**src/rtl/rx_descrambler.sv**
```systemverilog
// rx_descrambler: 64b/66b receive descrambler (x^58+x^39+1) with lock/priming gating.
// Optional BER monitor built when RX_DESCRAMBLER_BER_MON_EN is defined; otherwise hi_ber is 0.
module rx_descrambler #(
  parameter int WINDOW_CYCLES = 19531,
  parameter int BER_THRESH    = 16
) (
  input  logic        clk,
  input  logic        reset,
  input  logic [65:0] data_in,
  input  logic        block_locked,
  output logic [65:0] data_out,
  output logic        data_valid,
  output logic        sh_err,
  output logic        hi_ber
);
  localparam logic [1:0] UNLOCKED = 2'd0;
  localparam logic [1:0] PRIME    = 2'd1;
  localparam logic [1:0] RUN      = 2'd2;
  logic [57:0]  scr_q, scr_d;
  logic [1:0]   state_q, state_d;
  logic [65:0]  data_out_q, data_out_d;
  logic         data_valid_q, data_valid_d;
  logic         sh_err_q, sh_err_d;
  logic         hdr_bad;
  logic [121:0] hist;
  // hist[i] is the received bit at time i-58 relative to this block's first payload bit
  always_comb begin
    hist = '0;
    for (int k = 0; k < 58; k++) hist[57-k] = scr_q[k];
    hist[121:58] = data_in[65:2];
    data_out_d = {64'h0, data_in[1:0]};
    for (int j = 0; j < 64; j++) data_out_d[2+j] = hist[58+j] ^ hist[19+j] ^ hist[j];
    for (int k = 0; k < 58; k++) scr_d[k] = hist[121-k];
    state_d = !block_locked ? UNLOCKED : (state_q == UNLOCKED ? PRIME : RUN);
    data_valid_d = block_locked & (state_q != UNLOCKED);
    hdr_bad = data_in[1] == data_in[0];
    sh_err_d = data_valid_d & hdr_bad;
  end
  always_ff @(posedge clk or negedge reset) begin
    if (!reset) begin
      scr_q        <= '0;
      state_q      <= UNLOCKED;
      data_out_q   <= '0;
      data_valid_q <= 1'b0;
      sh_err_q     <= 1'b0;
    end else begin
      scr_q        <= scr_d;
      state_q      <= state_d;
      data_out_q   <= data_out_d;
      data_valid_q <= data_valid_d;
      sh_err_q     <= sh_err_d;
    end
  end
  assign data_out   = data_out_q;
  assign data_valid = data_valid_q;
  assign sh_err     = sh_err_q;
`ifdef RX_DESCRAMBLER_BER_MON_EN
  localparam int WW = WINDOW_CYCLES > 1 ? $clog2(WINDOW_CYCLES) : 1;
  localparam int EW = $clog2(BER_THRESH + 1);
  localparam logic [WW-1:0] WIN_LAST = WW'(WINDOW_CYCLES - 1);
  logic [WW-1:0] win_q, win_d;
  logic [EW-1:0] err_q, err_d, err_now;
  logic          hi_ber_q, hi_ber_d, counting, win_end;
  always_comb begin
    counting = (state_q == RUN) & block_locked;
    win_end  = win_q == WIN_LAST;
    err_now  = (hdr_bad && err_q < EW'(BER_THRESH)) ? err_q + EW'(1) : err_q;
    win_d    = (counting && !win_end) ? win_q + WW'(1) : '0;
    err_d    = (counting && !win_end) ? err_now : '0;
    hi_ber_d = !counting ? 1'b0 : (win_end ? (err_now >= EW'(BER_THRESH)) : hi_ber_q);
  end
  always_ff @(posedge clk or negedge reset) begin
    if (!reset) begin
      win_q    <= '0;
      err_q    <= '0;
      hi_ber_q <= 1'b0;
    end else begin
      win_q    <= win_d;
      err_q    <= err_d;
      hi_ber_q <= hi_ber_d;
    end
  end
  assign hi_ber = hi_ber_q;
`else
  localparam int unused_ber_cfg = WINDOW_CYCLES + BER_THRESH;
  assign hi_ber = 1'b0;
`endif
endmodule

```
**config.mk**
```make
export PLATFORM = sky130hd
export DESIGN_NAME = rx_descrambler
export DESIGN_NICKNAME = d
export VERILOG_FILES = /design/src/rtl/rx_descrambler.sv
export SDC_FILE = /design/constraint.sdc
export NUM_CORES = 1
export LEC_CHECK = 0
export CELL_PAD_IN_SITES_DETAIL_PLACEMENT = 1
export CELL_PAD_IN_SITES_GLOBAL_PLACEMENT = 2
export CORE_ASPECT_RATIO = 1.1
export CORE_UTILIZATION = 35
export CTS_BUF_LIST = sky130_fd_sc_hd__clkbuf_8
export CTS_CLUSTER_DIAMETER = 150
export DETAILED_ROUTE_END_ITERATION = 8
export PLACE_DENSITY = 0.84
export SLEW_MARGIN = 20
export SYNTH_ARGS = -nofsm -noshare
export SYNTH_HDL_FRONTEND = slang
export SYNTH_SLANG_ARGS = --single-unit
```
**constraint.sdc**
```tcl
create_clock -name clk -period 2.2 [get_ports clk]
set_input_delay 0.44 -clock clk [delete_from_list [all_inputs] [get_ports clk]]
set_output_delay 0.44 -clock clk [all_outputs]
set_load 0.02 [all_outputs]
```
==> impl_metrics.yaml, run 1 <==
timing:
  timing_hold_violations_final: 0
  max_freq_mhz: 542.2
  totalNegativeSetupSlack_ps: 0
  clock-skew-final_ps: 5.387
  fin_crit_sh_pct: 83.83
  finalCriticalPeriod_ps: 1844
  rsz0062_at_grt: "false"
  drv_slew: 0
  hold_ws_ps: 448.2
  setup_violations: 0
placed_design:
  dp_hpwl_um: 6868
  numPortBuffers: 136
  finalWeightedCongestion: 0.7303
  placedCellCount: 553
yosys:
  yosysTopAreaCell: "dfrtp_1"
  syn_nets: 330
  total_of_flip_flops_plus_latches_after_synthesis: 127
  synth_top_cells_by_count: "xnor2_1, dfrtp_1"
  synth-seq-area-share_pct: 73.22
  synth_warnings: 0
  synth_most_common_cell: "xnor2_1"
  syn-instance-count: 261
  synth.avg_cell_area_um2: 16.63
  synth_top_cell_area_share_pct: 73.22
  async_flop_share_pct: 100.0
  synth_ff_type: "dfrtp_1"
  synth-edff-count: 0
  post_synth_num_cell_types: 7
  ys_top_cells_by_area: "dfrtp_1, xnor2_1, buf_4"
  syn_std_cell_area_mm2: 0.004340
job:
  max_cap_viol_count: 0
critical_path:
  cp_data_required_time_ps: 1760
  path_max_fanout: 3
  cp_slowest_cell: "clkdlybuf4s50_1"
  buffers_plus_inverters_on_the_worst_setup_path: 1
  critical-path-top-delay-family: "buffers and inverters"
  worst_path_largest_cell_delay_ps: 610
  worst_setup_path_end_kind: "output port"
  worst-endpoint-arrival_ps: 1400
  critical_path.reg2reg.startpoint: "scr_q[35]"
  critical_path.cell_chain: "clkdlybuf4s50_1"
  rr_endpoint: "data_out[5]"
  setup.worst_path.class: "reg -> out"
  critPathLaunchType: "flop"
  worst-r2r-setup-slack_ps: 1220
  r2r_cells: 2
clock_tree:
  clk_transition_reported_paths_ps: 70
  tritoncts: "built"
  cts.repair_timing.setup_buffer_count: 0
  cts_max_level: 4
  cts_made_buffers: 17
  cts.sinks: 127
  ctsLongestPathBuffers: 2
  root_buffer: "clkbuf_8"
  clk-insertion-delay-late_ps: 430
die:
  initial_utilization_pct: 35.91
  core_area_mm2: 0.01209
  io_pins: 138
  die_area_mm2: 0.01285
  core.rowCount: 42
  chipWidth_um: 108.2
  floorplan.die.height_um: 118.8
global_route:
  grt_pass1_wl_um: 14660
  number_of_global_route_vias_before_repair: 2828
  global_route.overflow_total: 0
  grt_use_total_pct: 16.00
  antenna_violations_before_repair: 0
  pin_count_of_the_biggest_net_entering_global_routing: 64
final_layout:
  synthToLayoutAreaGrowth_pct: 45.29
  finalNonFillerCells: 586
  n_antenna_cell: 0
  fillers: 1202
  finalNetCount: 488
  proportion_of_layout_cells_with_a_drive_suffix_above_1_pct: 7.407
drt:
  drt_pass1_iterations: 4
  drt-vias-per-instance: 4.227
  drc: 0
  aggregate_routed_wire_length_um: 9177
  vias: 2477
  drt_iter0_drc: 44
  drt.antenna.violating_nets: 0
  wire_per_inst_um: 15.66
pwr:
  max-vdd-ir-drop_uv: 396.4
  p_clk_share_pct: 32.7
  totalPowerFinal_w: 0.005672
  power_switching_share_pct: 25.93
  cellInternalPower_w: 0.004201
  power_frac_comb_pct: 20.1
  power.share.sequential_pct: 47.2
  pwr_density_cell_mw_per_mm2: 899.5
  cellLeakagePower_nw: 2.531
  net_switching_power_of_the_design_w: 0.001471
min_path:
  min-delay-start: "state_q[0]"
  min_delay_worst_endpoint: "state_q[0]"
  worst_hold_path_type: "reg -> reg"
  hold_path_depth: 1
outcome:
  outcome: "finished, final reports clean"
layout by cell type (no fill, tap or decap), drive strengths merged, types with 4 or more instances in the layout:
cell	n
xnor2	129
buf	4
clkinv	5
clkdlybuf4s50	135
dfrtp	127
clkbuf	22
inv	4
logic make-up after synthesis:
family                 count (synthesis)  synth area share, %
other                                  1              0.08640
flip-flops                           127                73.22
buffers and inverters                  1               0.1730
AND/OR/NAND/NOR                        2               0.3173
XOR/XNOR                             129                26.03
AO/OA/AOI/OAI                          1               0.1730
through the flow:
| step | setup WS, ps | utilization (%) | instance area, µm² |
|---|---|---|---|
| after floorplan | 1307 | - | 4340 |
| after global placement | 664.0 | 49.01 | 5923 |
| after detailed placement | 670.0 | 49.01 | 5923 |
| after CTS | 300.7 | 52.17 | 6306 |
| after global routing | 288.6 | 52.17 | 6306 |
| final | 355.7 | 52.17 | 6306 |
state kept, by name, indices dropped and copies added (netlist names):
register / flops
sh_err: 1
state_q: 1
data_out: 66
data_valid: 1
scr_q: 58
worst max path at each step:
| stage | cells after the start | startpoint | slack (ps) | end |
|---|---|---|---|---|
| CTS | 1 | data_valid | 300 | data_valid |
| floorplan | 2 | data_valid | 1310 | sh_err |
| global route | 1 | data_valid | 290 | data_valid |
| detailed placement | 3 | data_in[26] | 670 | data_out[26] |
| global placement | 3 | data_in[26] | 660 | data_out[26] |
| finish | 1 | data_valid | 360 | data_valid |
power by group through the flow:
stage	Combinational, W	Clock [W]	Sequential, W
after detailed placement	0.00116	0	0.00272
after CTS	0.00117	0.00194	0.00268
after floorplan	0.000269	0	0.00295
final	0.00114	0.00185	0.00268
after global routing	0.00122	0.00203	0.00270
after global placement	0.00115	0	0.00271
routing by layer:
metal / up-vias / track usage (%) / wire length, µm
met5: - / 0 / 0
met4: 0 / 6.421 / 137
met3: 15 / 7.005 / 738
li1: 1118 / - / -
met2: 98 / 25.56 / 4654
met1: 1246 / 18.66 / 3646
layout make-up:
| class | count | area (µm²) | share of cell area, % |
|---|---|---|---|
| Tap cell | 154 | 192.7 | 3.056 |
| Sequential cell | 127 | 3178 | 50.40 |
| Multi-Input combinational cell | 133 | 1155 | 18.31 |
| Clock inverter | 10 | 70.07 | 1.111 |
| Timing Repair Buffer | 140 | 1408 | 22.32 |
| Clock buffer | 22 | 302.8 | 4.802 |
repair_timing:
| action | CTS | global route |
|---|---|---|
| gates resized for setup | 0 | 0 |
| hold buffers | 1 | 0 |
| hold endpoints to repair | 39 | 0 |
(Power assumes the default switching activity.)
==> run 2, diff against run 1 <==
- CORE_UTILIZATION: 35 -> 32
- PLACE_DENSITY: 0.84 -> 0.78
- clock period: 2.2 -> 1.9 ns (I/O delays scaled with it)
==> run 2 against run 1 <==
Against the previous run: core utilization is 4.2 points lower; clock skew is 2.2 ps higher; flip-flop and latch count unchanged; combinational power grew 17%; die area rose by 9.2%; non-clock buffer count increased by 2; critical path depth did not move; via count shrank 0.16%; routed wire length rose by 3.4%.
==> impl_metrics.yaml, run 2 (synthesis results as in run 1) <==
outcome:
  outcome: "finished, final reports clean"
critical_path:
  cp_data_required_time_ps: 1520
  critPathLaunchType: "flop"
  worst-endpoint-arrival_ps: 1400
  worst_path_largest_cell_delay_ps: 610
  worst-r2r-setup-slack_ps: 930
  path_max_fanout: 3
  critical_path.reg2reg.startpoint: "scr_q[16]"
  critical_path.cell_chain: "clkdlybuf4s50_1"
  cp_slowest_cell: "clkdlybuf4s50_1"
  buffers_plus_inverters_on_the_worst_setup_path: 1
  rr_endpoint: "data_out[24]"
  worst_setup_path_end_kind: "output port"
  setup.worst_path.class: "reg -> out"
  critical-path-top-delay-family: "buffers and inverters"
  r2r_cells: 2
die:
  core.rowCount: 44
  floorplan.die.height_um: 124.1
  core_area_mm2: 0.01321
  io_pins: 138
  chipWidth_um: 113.0
  initial_utilization_pct: 32.85
  die_area_mm2: 0.01403
drt:
  aggregate_routed_wire_length_um: 9486
  drt_pass1_iterations: 4
  vias: 2473
  wire_per_inst_um: 15.97
  drt.antenna.violating_nets: 0
  drt-vias-per-instance: 4.163
  drt_iter0_drc: 76
  drc: 0
min_path:
  hold_path_depth: 1
  worst_hold_path_type: "in -> reg"
  min_delay_worst_endpoint: "scr_q[25]"
  min-delay-start: "data_in[40]"
clock_tree:
  clk-insertion-delay-late_ps: 430
  clk_transition_reported_paths_ps: 70
  cts_max_level: 4
  cts.sinks: 127
  tritoncts: "built"
  root_buffer: "clkbuf_8"
  cts_made_buffers: 17
  ctsLongestPathBuffers: 2
final_layout:
  proportion_of_layout_cells_with_a_drive_suffix_above_1_pct: 7.621
  multi_input_comb_area_mm2: 0.001155
  highest_count_cells_in_the_layout_ignoring_fill_and_taps: "clkdlybuf4s50_1, xnor2_1, dfrtp_1"
  finalNonFillerCells: 594
  final_common_cell: "clkdlybuf4s50_1"
  largest_register_ffs: 66
  synthToLayoutAreaGrowth_pct: 45.89
  layout.area.seq_mm2: 0.003178
  n_antenna_cell: 0
  fillers: 1349
  finalNetCount: 490
timing:
  clock-skew-final_ps: 7.542
  setup_violations: 0
  drv_slew: 0
  finalCriticalPeriod_ps: 1775
  rsz0062_at_grt: "false"
  totalNegativeSetupSlack_ps: 0
  timing_hold_violations_final: 0
  fin_crit_sh_pct: 93.44
  max_freq_mhz: 563.3
pwr:
  max-vdd-ir-drop_uv: 502.2
  cellLeakagePower_nw: 2.540
  pwr_density_cell_mw_per_mm2: 1048
placed_design:
  finalWeightedCongestion: 0.7364
  placedCellCount: 562
  numPortBuffers: 136
  dp_hpwl_um: 7120
global_route:
  pin_count_of_the_biggest_net_entering_global_routing: 47
  number_of_global_route_vias_before_repair: 2749
  global_route.overflow_total: 0
  grt_use_total_pct: 14.79
  grt_pass1_wl_um: 14630
  antenna_violations_before_repair: 0
job:
  max_cap_viol_count: 0
-- run 2: changes by cell type in the layout (fill, tap and decap cells not counted), sizes merged --
cell / delta
buf: +2
clkbuf: -2
bufinv: +1
-- run 2: final cells by class --
type	instances	share of cell area (%)
well taps	161	3.181
clock inverters	11	1.581
multi-input cells	133	18.24
flip-flops and latches	127	50.19
repair buffers	142	22.47
clock buffers	20	4.347
-- run 2: worst max-delay path by stage --
stage | start | endpoint | slack (ps) | cells after the start
4_1_cts | data_valid | data_valid | 80 | 1
3_5_place_dp | data_in[26] | data_out[26] | 460 | 3
2_1_floorplan | data_valid | sh_err | 1010 | 2
6_report | data_valid | data_valid | 120 | 1
5_1_grt | data_valid | data_valid | 40 | 1
3_3_place_gp | data_in[26] | data_out[26] | 390 | 3
-- run 2: what timing repair did --
action,in CTS,in global routing
gates resized for setup,0,0
hold buffers,1,0
endpoints found under the hold margin,41,0
buffers inserted,0,0
-- run 2: power breakdown --
| group | internal, W | leakage, nW | total (W) | switching, W |
|---|---|---|---|---|
| combinational | 0.000708 | 0.843 | 0.00133 | 0.000626 |
| clock | 0.00123 | 0.213 | 0.00221 | 0.000975 |
| sequential | 0.00298 | 1.48 | 0.00310 | 0.000116 |
| total | 0.00492 | 2.54 | 0.00664 | 0.00172 |
-- run 2: metal layers --
| metal | vias up | global-route usage, % | routed length (µm) |
|---|---|---|---|
| met2 | 98 | 23.01 | 4661 |
| li1 | 1118 | - | - |
| met5 | - | 0 | 0 |
| met4 | 0 | 7.977 | 165 |
| met3 | 14 | 5.937 | 688 |
| met1 | 1243 | 17.68 | 3971 |
-- run 2: worst reg2reg max path, stage by stage, from the launching register on --
cell and delay [ps]:
dfrtp_1 420, xnor2_1 300, xnor2_1 170
-- run 2: per-stage QoR --
| step | power, W | worst slack [ps] | utilization (%) | instance area [µm²] | hold WS (ps) |
|---|---|---|---|---|---|
| CTS | 0.006756 | 75.68 | 47.93 | 6332 | 401.3 |
| detailed placement | 0.004502 | 455.3 | 45.01 | 5947 | 347.7 |
| floorplan | 0.003724 | 1007 | - | 4340 | 84.41 |
| global placement | 0.004474 | 394.4 | 45.01 | 5947 | 339.9 |
| global route | 0.006961 | 37.89 | 47.93 | 6332 | 404.0 |
| finish | 0.006638 | 124.7 | 47.93 | 6332 | 438.2 |
